==> src/rtl/risc_run_ctrl.sv <==
// Run/step/breakpoint controller that paces a small RISC core through a registered one-clk core_en.
// The step/resume button is synchronised and debounced on-chip.
module risc_run_ctrl #(
  parameter int DIV       = 4,
  parameter int DB_CYCLES = 3,
  parameter int PC_WIDTH  = 32,
  parameter int CNT_WIDTH = 16
) (
  input  logic                 clk,
  input  logic                 rst,
  input  logic [1:0]           mode,
  input  logic                 button,
  input  logic [PC_WIDTH-1:0]  pc,
  input  logic [PC_WIDTH-1:0]  bp_addr,
  output logic                 core_en,
  output logic                 halted,
  output logic                 bp_hit,
  output logic [CNT_WIDTH-1:0] step_count
);

  // state  | meaning
  // HALT   | core stopped, button ignored
  // RUN    | core_en on every divider tick
  // STEP   | one core_en per debounced button press
  // RUNBP  | like RUN, stops when the tick finds pc == bp_addr
  // BREAK  | stopped at breakpoint, waiting for press or mode change
  // RESUME | one unconditional core_en to step off the breakpoint
  typedef enum logic [2:0] {S_HALT, S_RUN, S_STEP, S_RUNBP, S_BREAK, S_RESUME} state_t;

  localparam int DIV_W = (DIV > 1) ? $clog2(DIV) : 1;
  localparam int DB_W  = $clog2(DB_CYCLES + 1);

  state_t               state_q, state_d;
  logic                 sync1_q, sync1_d, sync2_q, sync2_d;
  logic                 db_level_q, db_level_d, db_prev_q, db_prev_d;
  logic [DB_W-1:0]      db_cnt_q, db_cnt_d;
  logic [DIV_W-1:0]     div_q, div_d;
  logic                 core_en_q, core_en_d;
  logic [CNT_WIDTH-1:0] step_q, step_d;
  logic                 btn_press, running, tick, bp_match;

  function automatic state_t mode_state(input logic [1:0] m);
    case (m)
      2'b01:   return S_RUN;
      2'b10:   return S_STEP;
      2'b11:   return S_RUNBP;
      default: return S_HALT;
    endcase
  endfunction

  always_ff @(posedge clk or negedge rst) begin
    if (!rst) begin
      state_q    <= S_HALT;
      sync1_q    <= 1'b0;
      sync2_q    <= 1'b0;
      db_level_q <= 1'b0;
      db_prev_q  <= 1'b0;
      db_cnt_q   <= '0;
      div_q      <= '0;
      core_en_q  <= 1'b0;
      step_q     <= '0;
    end else begin
      state_q    <= state_d;
      sync1_q    <= sync1_d;
      sync2_q    <= sync2_d;
      db_level_q <= db_level_d;
      db_prev_q  <= db_prev_d;
      db_cnt_q   <= db_cnt_d;
      div_q      <= div_d;
      core_en_q  <= core_en_d;
      step_q     <= step_d;
    end
  end

  // Debounce: any cycle where the synced level agrees restarts the count.
  always_comb begin
    sync1_d    = button;
    sync2_d    = sync1_q;
    db_prev_d  = db_level_q;
    db_level_d = db_level_q;
    db_cnt_d   = '0;
    if (sync2_q != db_level_q) begin
      if (db_cnt_q == DB_W'(DB_CYCLES - 1)) db_level_d = sync2_q;
      else                                  db_cnt_d   = db_cnt_q + DB_W'(1);
    end
  end

  assign btn_press = db_level_q & ~db_prev_q;
  assign running   = (state_q == S_RUN) || (state_q == S_RUNBP);
  assign tick      = running && (div_q == DIV_W'(DIV - 1));
  assign bp_match  = (pc == bp_addr);

  // The divider keeps its phase across RUN <-> RUNBP since both count as running.
  always_comb begin
    div_d = '0;
    if (running && !tick) div_d = div_q + DIV_W'(1);
  end

  always_comb begin
    state_d   = mode_state(mode);
    core_en_d = 1'b0;
    halted    = 1'b0;
    bp_hit    = 1'b0;
    case (state_q)
      S_HALT: halted = 1'b1;
      S_RUN:  core_en_d = tick;
      S_STEP: begin
        core_en_d = btn_press;
        halted    = ~btn_press;
      end
      S_RUNBP: begin
        core_en_d = tick && !bp_match;
        if (mode == 2'b11 && tick && bp_match) state_d = S_BREAK;
      end
      S_BREAK: begin
        halted = 1'b1;
        bp_hit = 1'b1;
        if (mode == 2'b11) state_d = btn_press ? S_RESUME : S_BREAK;
      end
      S_RESUME: begin
        core_en_d = 1'b1;
        state_d   = S_RUNBP;
      end
      default: state_d = S_HALT;
    endcase
  end

  assign step_d     = step_q + CNT_WIDTH'(core_en_q);
  assign core_en    = core_en_q;
  assign step_count = step_q;

endmodule

==> config.mk <==
export PLATFORM = sky130hd
export DESIGN_NAME = risc_run_ctrl
export DESIGN_NICKNAME = d
export VERILOG_FILES = /design/src/rtl/risc_run_ctrl.sv
export SDC_FILE = /design/constraint.sdc
export NUM_CORES = 1
export LEC_CHECK = 0
export ABC_AREA = 1
export BUFFER_PORTS_ARGS = -buffer_cell sky130_fd_sc_hd__buf_2
export CORE_MARGIN = 1.5
export CORE_UTILIZATION = 40
export DETAILED_ROUTE_END_ITERATION = 16
export GPL_ROUTABILITY_DRIVEN = 0
export PLACE_DENSITY = 0.81
export SLEW_MARGIN = 20
export SYNTH_ARGS = -nofsm -noshare
export SYNTH_HDL_FRONTEND = slang
export SYNTH_SLANG_ARGS = --single-unit
==> constraint.sdc <==
create_clock -name clk -period 2.5 [get_ports clk]
set_clock_uncertainty 0.2 [all_clocks]
set_input_delay 0.5 -clock clk [delete_from_list [all_inputs] [get_ports clk]]
set_output_delay 0.5 -clock clk [all_outputs]
set_load 0.01 [all_outputs]
==> flow_metrics.env, run 1 <==
export IMPL_run_status="complete, no violations"
export IMPL_critical_path_class="reg2out"
export IMPL_rsz0062_at_grt="no"
export IMPL_max_freq_mhz=529
export IMPL_grt_pass1_vias=1730
export IMPL_clock_latency_ns=0.27
export IMPL_drv_cap=0
export IMPL_worstPathCellList="inv_1 -> nand3_1 -> o22ai_1 -> buf_2"
export IMPL_portBuffers=87
export IMPL_cts_max_path_buffers=2
export IMPL_yosysSeqAreaShare_pct=39.1
export IMPL_avgSynthCellArea_um2=7.14
export IMPL_hold_ws_ns=0.0312
export IMPL_power_density_mw_per_mm2=486
export IMPL_grt_overflow=0
export IMPL_endpoint_kind="primary output"
export IMPL_coreArea_mm2=0.00432
export IMPL_grt_busiest_layer="met2"
export IMPL_cp_max_fo=5
export IMPL_grt_pass1_wl_um=6990
export IMPL_clock_sinks=28
export IMPL_syn_num_nets=323
export IMPL_cts_htree_levels=1
export IMPL_grt_max_degree=29
export IMPL_drc_errors=0
export IMPL_grt_use_met2_pct=30.8
export IMPL_dpl_hpwl_um=3300
export IMPL_worstSetupStartpointType="flop"
export IMPL_crit_path_start="state_q[2]$_DFF_PN0_"
export IMPL_io_pins=88
export IMPL_cts_tree="done"
export IMPL_p_leak_uw=0.00142
export IMPL_reg2reg_slack_ns=0.76
export IMPL_final_core_utilization_pct=54.0
export IMPL_hold_viol=0
export IMPL_cts_root_buf="clkbuf_8"
export IMPL_row_count=24
export IMPL_ir_drop_uv=565
export IMPL_viasPerCell=4.39
export IMPL_cp_endpoint="halted"
export IMPL_fin_crit_ns=1.89
export IMPL_dieArea_mm2=0.00489
export IMPL_dp_cells=390
export IMPL_worstReg2RegStart="core_en$_DFF_PN0_"
export IMPL_initial_utilization_pct=41.5
export IMPL_cts_made_buffers=3
export IMPL_n_fill_cell=417
export IMPL_relSlewSlack_pct=59.6
export IMPL_met1_usage_pct=20.3
export IMPL_ys_types=23
export IMPL_drive_above_1_share_pct=31.7
export IMPL_ctsHoldBuffers=0
export IMPL_die_height_um=70.0
export IMPL_syn_inst=251
export IMPL_drv_slew=0
export IMPL_syn_area_mm2=0.00179
export IMPL_grt_usage_pct=16.8
export IMPL_cts_resized=0
export IMPL_antenna_found_initial=0
export IMPL_register_area_um2=701
export IMPL_arrival_ns=1.19
export IMPL_fin_nets=415
export IMPL_areaGrowthSynthToFinish_pct=30.2
export IMPL_cpPeakStageDelay_ns=0.44
export IMPL_final_cells=393
export IMPL_post_cts_buffers=0
export IMPL_wirelength_um=3930
export IMPL_drtIter0Drc=40
export IMPL_ff2ff_path_depth=9
export IMPL_finalSetupViolations=0
export IMPL_worst_slew_pin_slew_ns=0.606
export IMPL_cp_depth=4
export IMPL_r2r_end="step_count[14]$_DFF_PN0_"
export IMPL_wire_per_inst_um=9.99
export IMPL_drt_pass1_iterations=4
export IMPL_post_route_period_util_pct=75.7
export IMPL_antenna_cells=0
export IMPL_hp_class="in2async"
export IMPL_crit_buf_inv=2
export IMPL_dieWidth_um=70.0
export IMPL_clk_pin_slew_ns=0.09
export IMPL_crit_family="flip-flops"
export IMPL_ys_warn_count=0
export IMPL_slowest_stage="dfrtp_1"
export IMPL_multi_input_area_um2=897
export IMPL_final_antenna_net_count=0
export IMPL_synth_seq_cells=28
export IMPL_tns_ns=0
export IMPL_met3_usage_pct=4.33
export IMPL_required_ns=1.80
export IMPL_via_count=1726
[power breakdown]
group / switching [uW] / internal, uW / total (uW)
Clock: 128 / 108 / 236
Sequential: 56.0 / 525 / 581
Combinational: 174 / 145 / 319
[sequential cells by signal, indices dropped and copies added (netlist names)]
name / cells
core_en: 1
db_cnt_q: 2
db_level_q: 1
db_prev_q: 1
div_q: 2
state_q: 3
step_count: 16
sync1_q: 1
sync2_q: 1
[stage by stage]
step	setup slack [ns]	power, uW	cell area, um^2
detailed placement	0.712	910	2290
floorplan	0.809	760	1790
global route	0.505	1220	2330
CTS	0.606	1140	2330
global placement	0.740	890	2290
finish	0.608	1140	2330
[routing by layer]
metal,up-vias,wire [um]
li1,928,-
met1,752,1670
met2,42,2050
met3,4,191
met4,0,22
met5,-,0
[worst reg2reg max path: cells and delay by family (launching register included)]
family	cells	cell delay, ns
simple gates	6	0.54
fa+ha+maj	2	0.44
flops	1	0.35
xor+xnor	1	0.14
[synthesized netlist by cell type]
| library cell | instances | area (um^2) |
|---|---|---|
| a21oi_1 | 4 | 20.0 |
| a31oi_1 | 1 | 6.26 |
| and3_1 | 1 | 6.26 |
| dfrtp_1 | 28 | 701 |
| ha_1 | 3 | 37.5 |
| inv_1 | 48 | 180 |
| inv_2 | 4 | 15.0 |
| nand2_1 | 75 | 282 |
| nand2_2 | 5 | 31.3 |
| nand3_1 | 7 | 35.0 |
| nand3_2 | 2 | 20.0 |
| nand3b_1 | 1 | 7.51 |
| nor2_1 | 29 | 109 |
| nor2_2 | 3 | 18.8 |
| nor2_4 | 3 | 33.8 |
| nor3_1 | 4 | 20.0 |
| nor3_4 | 1 | 16.3 |
| o21a_1 | 1 | 7.51 |
| o21ai_0 | 3 | 15.0 |
| o21ai_1 | 1 | 5.00 |
| o22ai_1 | 4 | 25.0 |
| xnor2_1 | 15 | 131 |
| xor2_1 | 8 | 70.1 |
[cells by family after synthesis]
group                      synth area share (%)
AOI/OAI and AO/OA                          4.40
xor gates and xnor gates                   11.2
adders and majority gates                  2.09
buffers and inverters                      10.9
DFF                                        39.1
and+or+nand+nor                            32.3
[placed cells by master, fill, tap and decap left out]
cell / count
a21oi_1: 4
a31oi_1: 1
and3_1: 1
buf_2: 87
clkbuf_8: 3
dfrtp_1: 28
ha_1: 3
inv_1: 48
inv_2: 4
nand2_1: 75
nand2_2: 5
nand3_1: 7
nand3_2: 2
nand3b_1: 1
nor2_1: 29
nor2_2: 3
nor2_4: 3
nor3_1: 4
nor3_4: 1
o21a_1: 1
o21ai_0: 3
o21ai_1: 1
o22ai_1: 4
xnor2_1: 15
xor2_1: 8
[worst min path at each step]
stage,to,slack [ns],depth (start not counted)
after floorplan,core_en$_DFF_PN0_,0.004,0
after global placement,sync2_q$_DFF_PN0_,0.14,0
after detailed placement,sync2_q$_DFF_PN0_,0.15,0
after CTS,step_count[3]$_DFF_PN0_,0.05,1
after global routing,step_count[3]$_DFF_PN0_,0.07,1
final,step_count[3]$_DFF_PN0_,0.03,1
[final cells by class]
cell class	count	area share [%]
Timing Repair Buffer	87	18.6
Tap cell	52	2.79
Multi-Input combinational cell	171	38.4
Inverter	52	8.36
Sequential cell	28	30.0
Clock buffer	3	1.77
Power figures use the tool's default switching activity.
==> run 2, diff against run 1 <==
- clock period: 2.5 -> 1.98 ns (I/O delays scaled with it)
==> run 2 against run 1 <==
Net effect:
- die area did not move
- core utilization is 0.93 points higher
- critical path type unchanged
- worst setup slack worse by 0.44 ns
- clock power grew 91%
- critical endpoint unchanged
- worst hold slack worse by 0.0089 ns
- via count shrank 0.12%
- total power increased by 40%
- sequential power grew 27%
- routed wire length down 0.41%
- flip-flop and latch count is the same
- register-to-register slack got worse by 0.56 ns
==> flow_metrics.env, run 2 (synthesis gave the netlist of run 1 again) <==
export IMPL_final_antenna_net_count=0
export IMPL_wirelength_met1_um=1730
export IMPL_viasPerCell=4.36
export IMPL_largest_reg_flops=16
export IMPL_antenna_found_initial=0
export IMPL_grt_pass1_vias=1739
export IMPL_max_freq_mhz=551
export IMPL_coreArea_mm2=0.00432
export IMPL_grt_max_degree=29
export IMPL_cts_max_path_buffers=2
export IMPL_required_ns=1.38
export IMPL_drv_cap=0
export IMPL_arrival_ns=1.22
export IMPL_fin_nets=416
export IMPL_cts_tree="done"
export IMPL_dr_wl_met3_um=164
export IMPL_cp_endpoint="halted"
export IMPL_grt_pass1_wl_um=6980
export IMPL_relSlewSlack_pct=60.7
export IMPL_placed_area_mm2=0.00229
export IMPL_drv_slew=0
export IMPL_p_leak_uw=0.00144
export IMPL_wl_met2_um=1970
export IMPL_hold_viol=0
export IMPL_worst_slew_pin_slew_ns=0.590
export IMPL_cp_max_fo=5
export IMPL_drc_errors=0
export IMPL_power_density_mw_per_mm2=671
export IMPL_drt_pass1_iterations=4
export IMPL_die_height_um=70.0
export IMPL_critical_path_class="reg2out"
export IMPL_drtIter0Drc=48
export IMPL_grt_usage_pct=17.3
export IMPL_ir_drop_uv=414
export IMPL_final_cell_mix="buf_2 (87), nand2_1 (75), inv_1 (48)"
export IMPL_cts_htree_levels=1
export IMPL_fin_ws_ns=0.164
export IMPL_top_layer_used="met4"
export IMPL_dpl_hpwl_um=3270
export IMPL_drive_above_1_share_pct=31.8
export IMPL_clk_pin_slew_ns=0.09
export IMPL_row_count=24
export IMPL_dieArea_mm2=0.00489
export IMPL_cts_root_buf="clkbuf_8"
export IMPL_io_pins=88
export IMPL_worstSetupStartpointType="flop"
export IMPL_areaGrowthSynthToFinish_pct=32.4
export IMPL_grt_overflow=0
export IMPL_wirelength_um=3910
export IMPL_tns_ns=0
export IMPL_r2r_end="step_count[14]$_DFF_PN0_"
export IMPL_hp_class="in2reg"
export IMPL_clock_latency_ns=0.28
export IMPL_design_area_mm2=0.00237
export IMPL_dieWidth_um=70.0
export IMPL_run_status="complete, no violations"
export IMPL_endpoint_kind="primary output"
export IMPL_rsz0062_at_grt="no"
export IMPL_dp_slack_ns=0.210
export IMPL_crit_path_start="state_q[2]$_DFF_PN0_"
export IMPL_finalSetupViolations=0
export IMPL_worstReg2RegStart="step_count[0]$_DFF_PN0_"
export IMPL_ff2ff_path_depth=9
export IMPL_clock_sinks=28
export IMPL_initial_utilization_pct=41.5
export IMPL_reg2reg_slack_ns=0.20
export IMPL_portBuffers=87
export IMPL_cts_made_buffers=3
export IMPL_mostFrequentLayoutCell="buf_2"
export IMPL_via_count=1724
export IMPL_hold_ws_ns=0.0223
export IMPL_wire_per_inst_um=9.90
export IMPL_post_route_period_util_pct=91.7
export IMPL_fin_crit_ns=1.82
export IMPL_antenna_cells=0
==> run 2: cell types whose count changed in the layout (fill, tap and decap cells not counted) <==
cell,before,now
bufinv_16,0,1
dlygate4sd3_1,0,1
==> run 2: critical path, cell delays in order (launching register included) <==
cell and delay [ns]:
dfrtp_1 0.44, inv_1 0.12, nand3_1 0.11, o22ai_1 0.12, buf_2 0.16
==> run 2: worst min-delay path by stage <==
stage,start,slack [ns],cells past startpoint,to
2_1_floorplan,rst,-0.1,0,core_en$_DFF_PN0_
5_1_grt,button,0.008,1,sync1_q$_DFF_PN0_
3_3_place_gp,sync1_q$_DFF_PN0_,0.14,0,sync2_q$_DFF_PN0_
3_5_place_dp,sync1_q$_DFF_PN0_,0.14,0,sync2_q$_DFF_PN0_
4_1_cts,button,0.02,1,sync1_q$_DFF_PN0_
6_report,button,0.02,1,sync1_q$_DFF_PN0_
==> run 2: cell type report <==
cell class / instances / area [um^2]
inverter: 52 / 195
multi-input combinational: 171 / 897
clock buffer: 3 / 41.3
tap: 52 / 65.1
clock inverter: 1 / 30.0
timing repair buffer: 88 / 445
sequential: 28 / 701
fill: 415 / 1950
==> run 2: per-layer routing <==
layer	global-route usage, %	vias up
li1	-	925
met1	21.4	760
met2	30.3	35
met3	3.03	4
met4	5.98	0
met5	0	-
==> run 2: power by group <==
group	internal (uW)	leakage [uW]	switching (uW)	total (uW)
clock network	271	0.0000357	180	451
logic	187	0.00104	218	405
registers	662	0.000365	74.0	736
==> run 2: per-stage QoR <==
step | power [uW] | utilization (%) | cells
floorplan | 960 | - | 251
global placement | 1130 | 53.0 | 390
detailed placement | 1150 | 53.0 | 390
CTS | 1610 | 54.9 | 395
global route | 1690 | 54.9 | 395
finish | 1590 | 54.9 | 395
==> run 2: timing repair <==
item                                    in CTS  in global routing
setup buffers                                0                  0
gates resized for setup                      0                  0
endpoints found under the setup margin       0                  0
hold buffers                                 1                  0
hold endpoints to repair                    28                  0
==> run 3, diff against run 2 <==
- PLACE_DENSITY: 0.81 -> 0.71
- RECOVER_POWER: default -> 25
==> run 3 against run 2 <==
Net effect:
- design area down 0.90%
- worst setup slack worse by 0.012 ns
- routed wire length down 2.5%
- clock power down 23%
- register-to-register slack better by 0.06 ns
- critical endpoint unchanged
==> flow_metrics.env, run 3 (synthesis gave the netlist of run 1 again) <==
export IMPL_run_status="complete, no violations"
export IMPL_mostFrequentLayoutCell="buf_2"
export IMPL_rsz0062_at_grt="no"
export IMPL_cp_depth=4
export IMPL_tns_ns=0
export IMPL_reg2reg_slack_ns=0.26
export IMPL_n_fill_cell=426
export IMPL_ir_drop_uv=737
export IMPL_ctsHoldBuffers=1
export IMPL_hold_ws_ns=0.0225
export IMPL_fin_nets=416
export IMPL_cts_resized=0
export IMPL_wirelength_um=3810
export IMPL_p_int_uw=1020
export IMPL_final_cell_mix="buf_2 (86), nand2_1 (75), inv_1 (48)"
export IMPL_cts_made_buffers=3
export IMPL_cts_htree_levels=1
export IMPL_worstSetupStartpointType="flop"
export IMPL_grt_overflow=0
export IMPL_arrival_ns=1.23
export IMPL_cts_max_path_buffers=2
export IMPL_pwr_share_clk_pct=23.6
export IMPL_wire_per_inst_um=9.65
export IMPL_largest_reg_flops=16
export IMPL_endpoint_kind="primary output"
export IMPL_hp_class="in2reg"
export IMPL_cpPeakStageDelay_ns=0.44
export IMPL_drc_errors=0
export IMPL_pwr_share_comb_pct=26.9
export IMPL_required_ns=1.38
export IMPL_hold_path_depth=1
export IMPL_dp_cells=390
export IMPL_power_frac_seq_pct=49.6
export IMPL_cts_root_buf="clkbuf_8"
export IMPL_viasPerCell=4.38
export IMPL_final_antenna_net_count=0
export IMPL_crit_family="flip-flops"
export IMPL_multi_input_area_um2=892
export IMPL_switching_power_uw=452
export IMPL_power_density_mw_per_mm2=627
export IMPL_power_switching_share_pct=30.7
export IMPL_clock_latency_ns=0.27
export IMPL_grt_pass1_wl_um=6560
export IMPL_via_count=1730
export IMPL_cp_max_fo=5
export IMPL_worstReg2RegStart="core_en$_DFF_PN0_"
export IMPL_crit_buf_inv=2
export IMPL_dpl_hpwl_um=3210
export IMPL_worstPathCellList="inv_1 -> nand3_1 -> o22ai_1 -> buf_2"
export IMPL_post_cts_buffers=0
export IMPL_antenna_found_initial=0
export IMPL_critical_path_class="reg2out"
export IMPL_register_area_um2=701
export IMPL_row_count=24
export IMPL_hold_start="button"
export IMPL_fin_crit_ns=1.83
export IMPL_slowest_stage="dfrtp_1"
export IMPL_final_cells=395
export IMPL_drtIter0Drc=47
export IMPL_die_height_um=70.0
export IMPL_grt_usage_pct=16.3
export IMPL_crit_path_start="state_q[2]$_DFF_PN0_"
export IMPL_drive_above_1_share_pct=31.5
export IMPL_worst_slew_pin_slew_ns=0.676
export IMPL_clk_pin_slew_ns=0.09
export IMPL_drv_slew=0
export IMPL_drt_pass1_iterations=4
export IMPL_grt_max_degree=29
export IMPL_initial_utilization_pct=41.5
export IMPL_final_core_utilization_pct=54.4
export IMPL_post_route_period_util_pct=92.4
export IMPL_dieWidth_um=70.0
export IMPL_io_pins=88
export IMPL_p_leak_uw=0.00143
export IMPL_ff2ff_path_depth=8
export IMPL_max_freq_mhz=547
export IMPL_portBuffers=87
export IMPL_antenna_cells=0
export IMPL_grt_pass1_vias=1638
export IMPL_finalSetupViolations=0
export IMPL_cts_tree="done"
export IMPL_areaGrowthSynthToFinish_pct=31.3
export IMPL_dieArea_mm2=0.00489
export IMPL_relSlewSlack_pct=54.9
export IMPL_hold_viol=0
export IMPL_clock_sinks=28
export IMPL_coreArea_mm2=0.00432
export IMPL_drv_cap=0
[run 3: path summary, 6_finish.rpt]
path                                             to
min reg2reg                       sync2_q$_DFF_PN0_
min in group asynchronous   step_count[5]$_DFF_PN0_
max in group asynchronous     db_cnt_q[1]$_DFF_PN0_
max reg2reg                step_count[15]$_DFF_PN0_
max                                          halted
min                               sync1_q$_DFF_PN0_
[run 3: per-layer routing]
| layer | vias to the layer above | GRT usage (%) | share of wire [%] |
|---|---|---|---|
| li1 | 928 | - | - |
| met1 | 754 | 19.5 | 42 |
| met5 | - | 0 | 0 |
| met4 | 0 | 5.13 | 1.3 |
| met3 | 6 | 3.03 | 5.2 |
| met2 | 42 | 29.3 | 52 |
[run 3: power groups by stage]
stage               logic (uW)  registers [uW]  clock network (uW)
finish                     396             732                 348
global route               453             743                 381
CTS                        404             737                 363
global placement           389             743                   0
detailed placement         399             749                   0
floorplan                  203             756                   0
[run 3: area by class of cell]
| class | count | area share, % |
|---|---|---|
| Clock buffer | 4 | 2.34 |
| Inverter | 52 | 8.29 |
| Sequential cell | 28 | 29.8 |
| Tap cell | 52 | 2.76 |
| Multi-Input combinational cell | 171 | 37.9 |
| Timing Repair Buffer | 88 | 18.9 |
[run 3: metrics by stage]
stage	instance area (um^2)	setup WS, ns	total power, uW
final	2350	0.151	1480
after floorplan	1790	0.289	960
after global placement	2290	0.300	1130
after global routing	2350	0.0671	1580
after detailed placement	2290	0.235	1150
after CTS	2360	0.161	1500
[run 3: worst register-to-register path, delay by kind of cell, from the launching register on]
family,cells,cell delay [ns]
DFF,1,0.36
and+or+nand+nor,6,0.79
xor gates and xnor gates,1,0.14
adders and majority gates,1,0.17
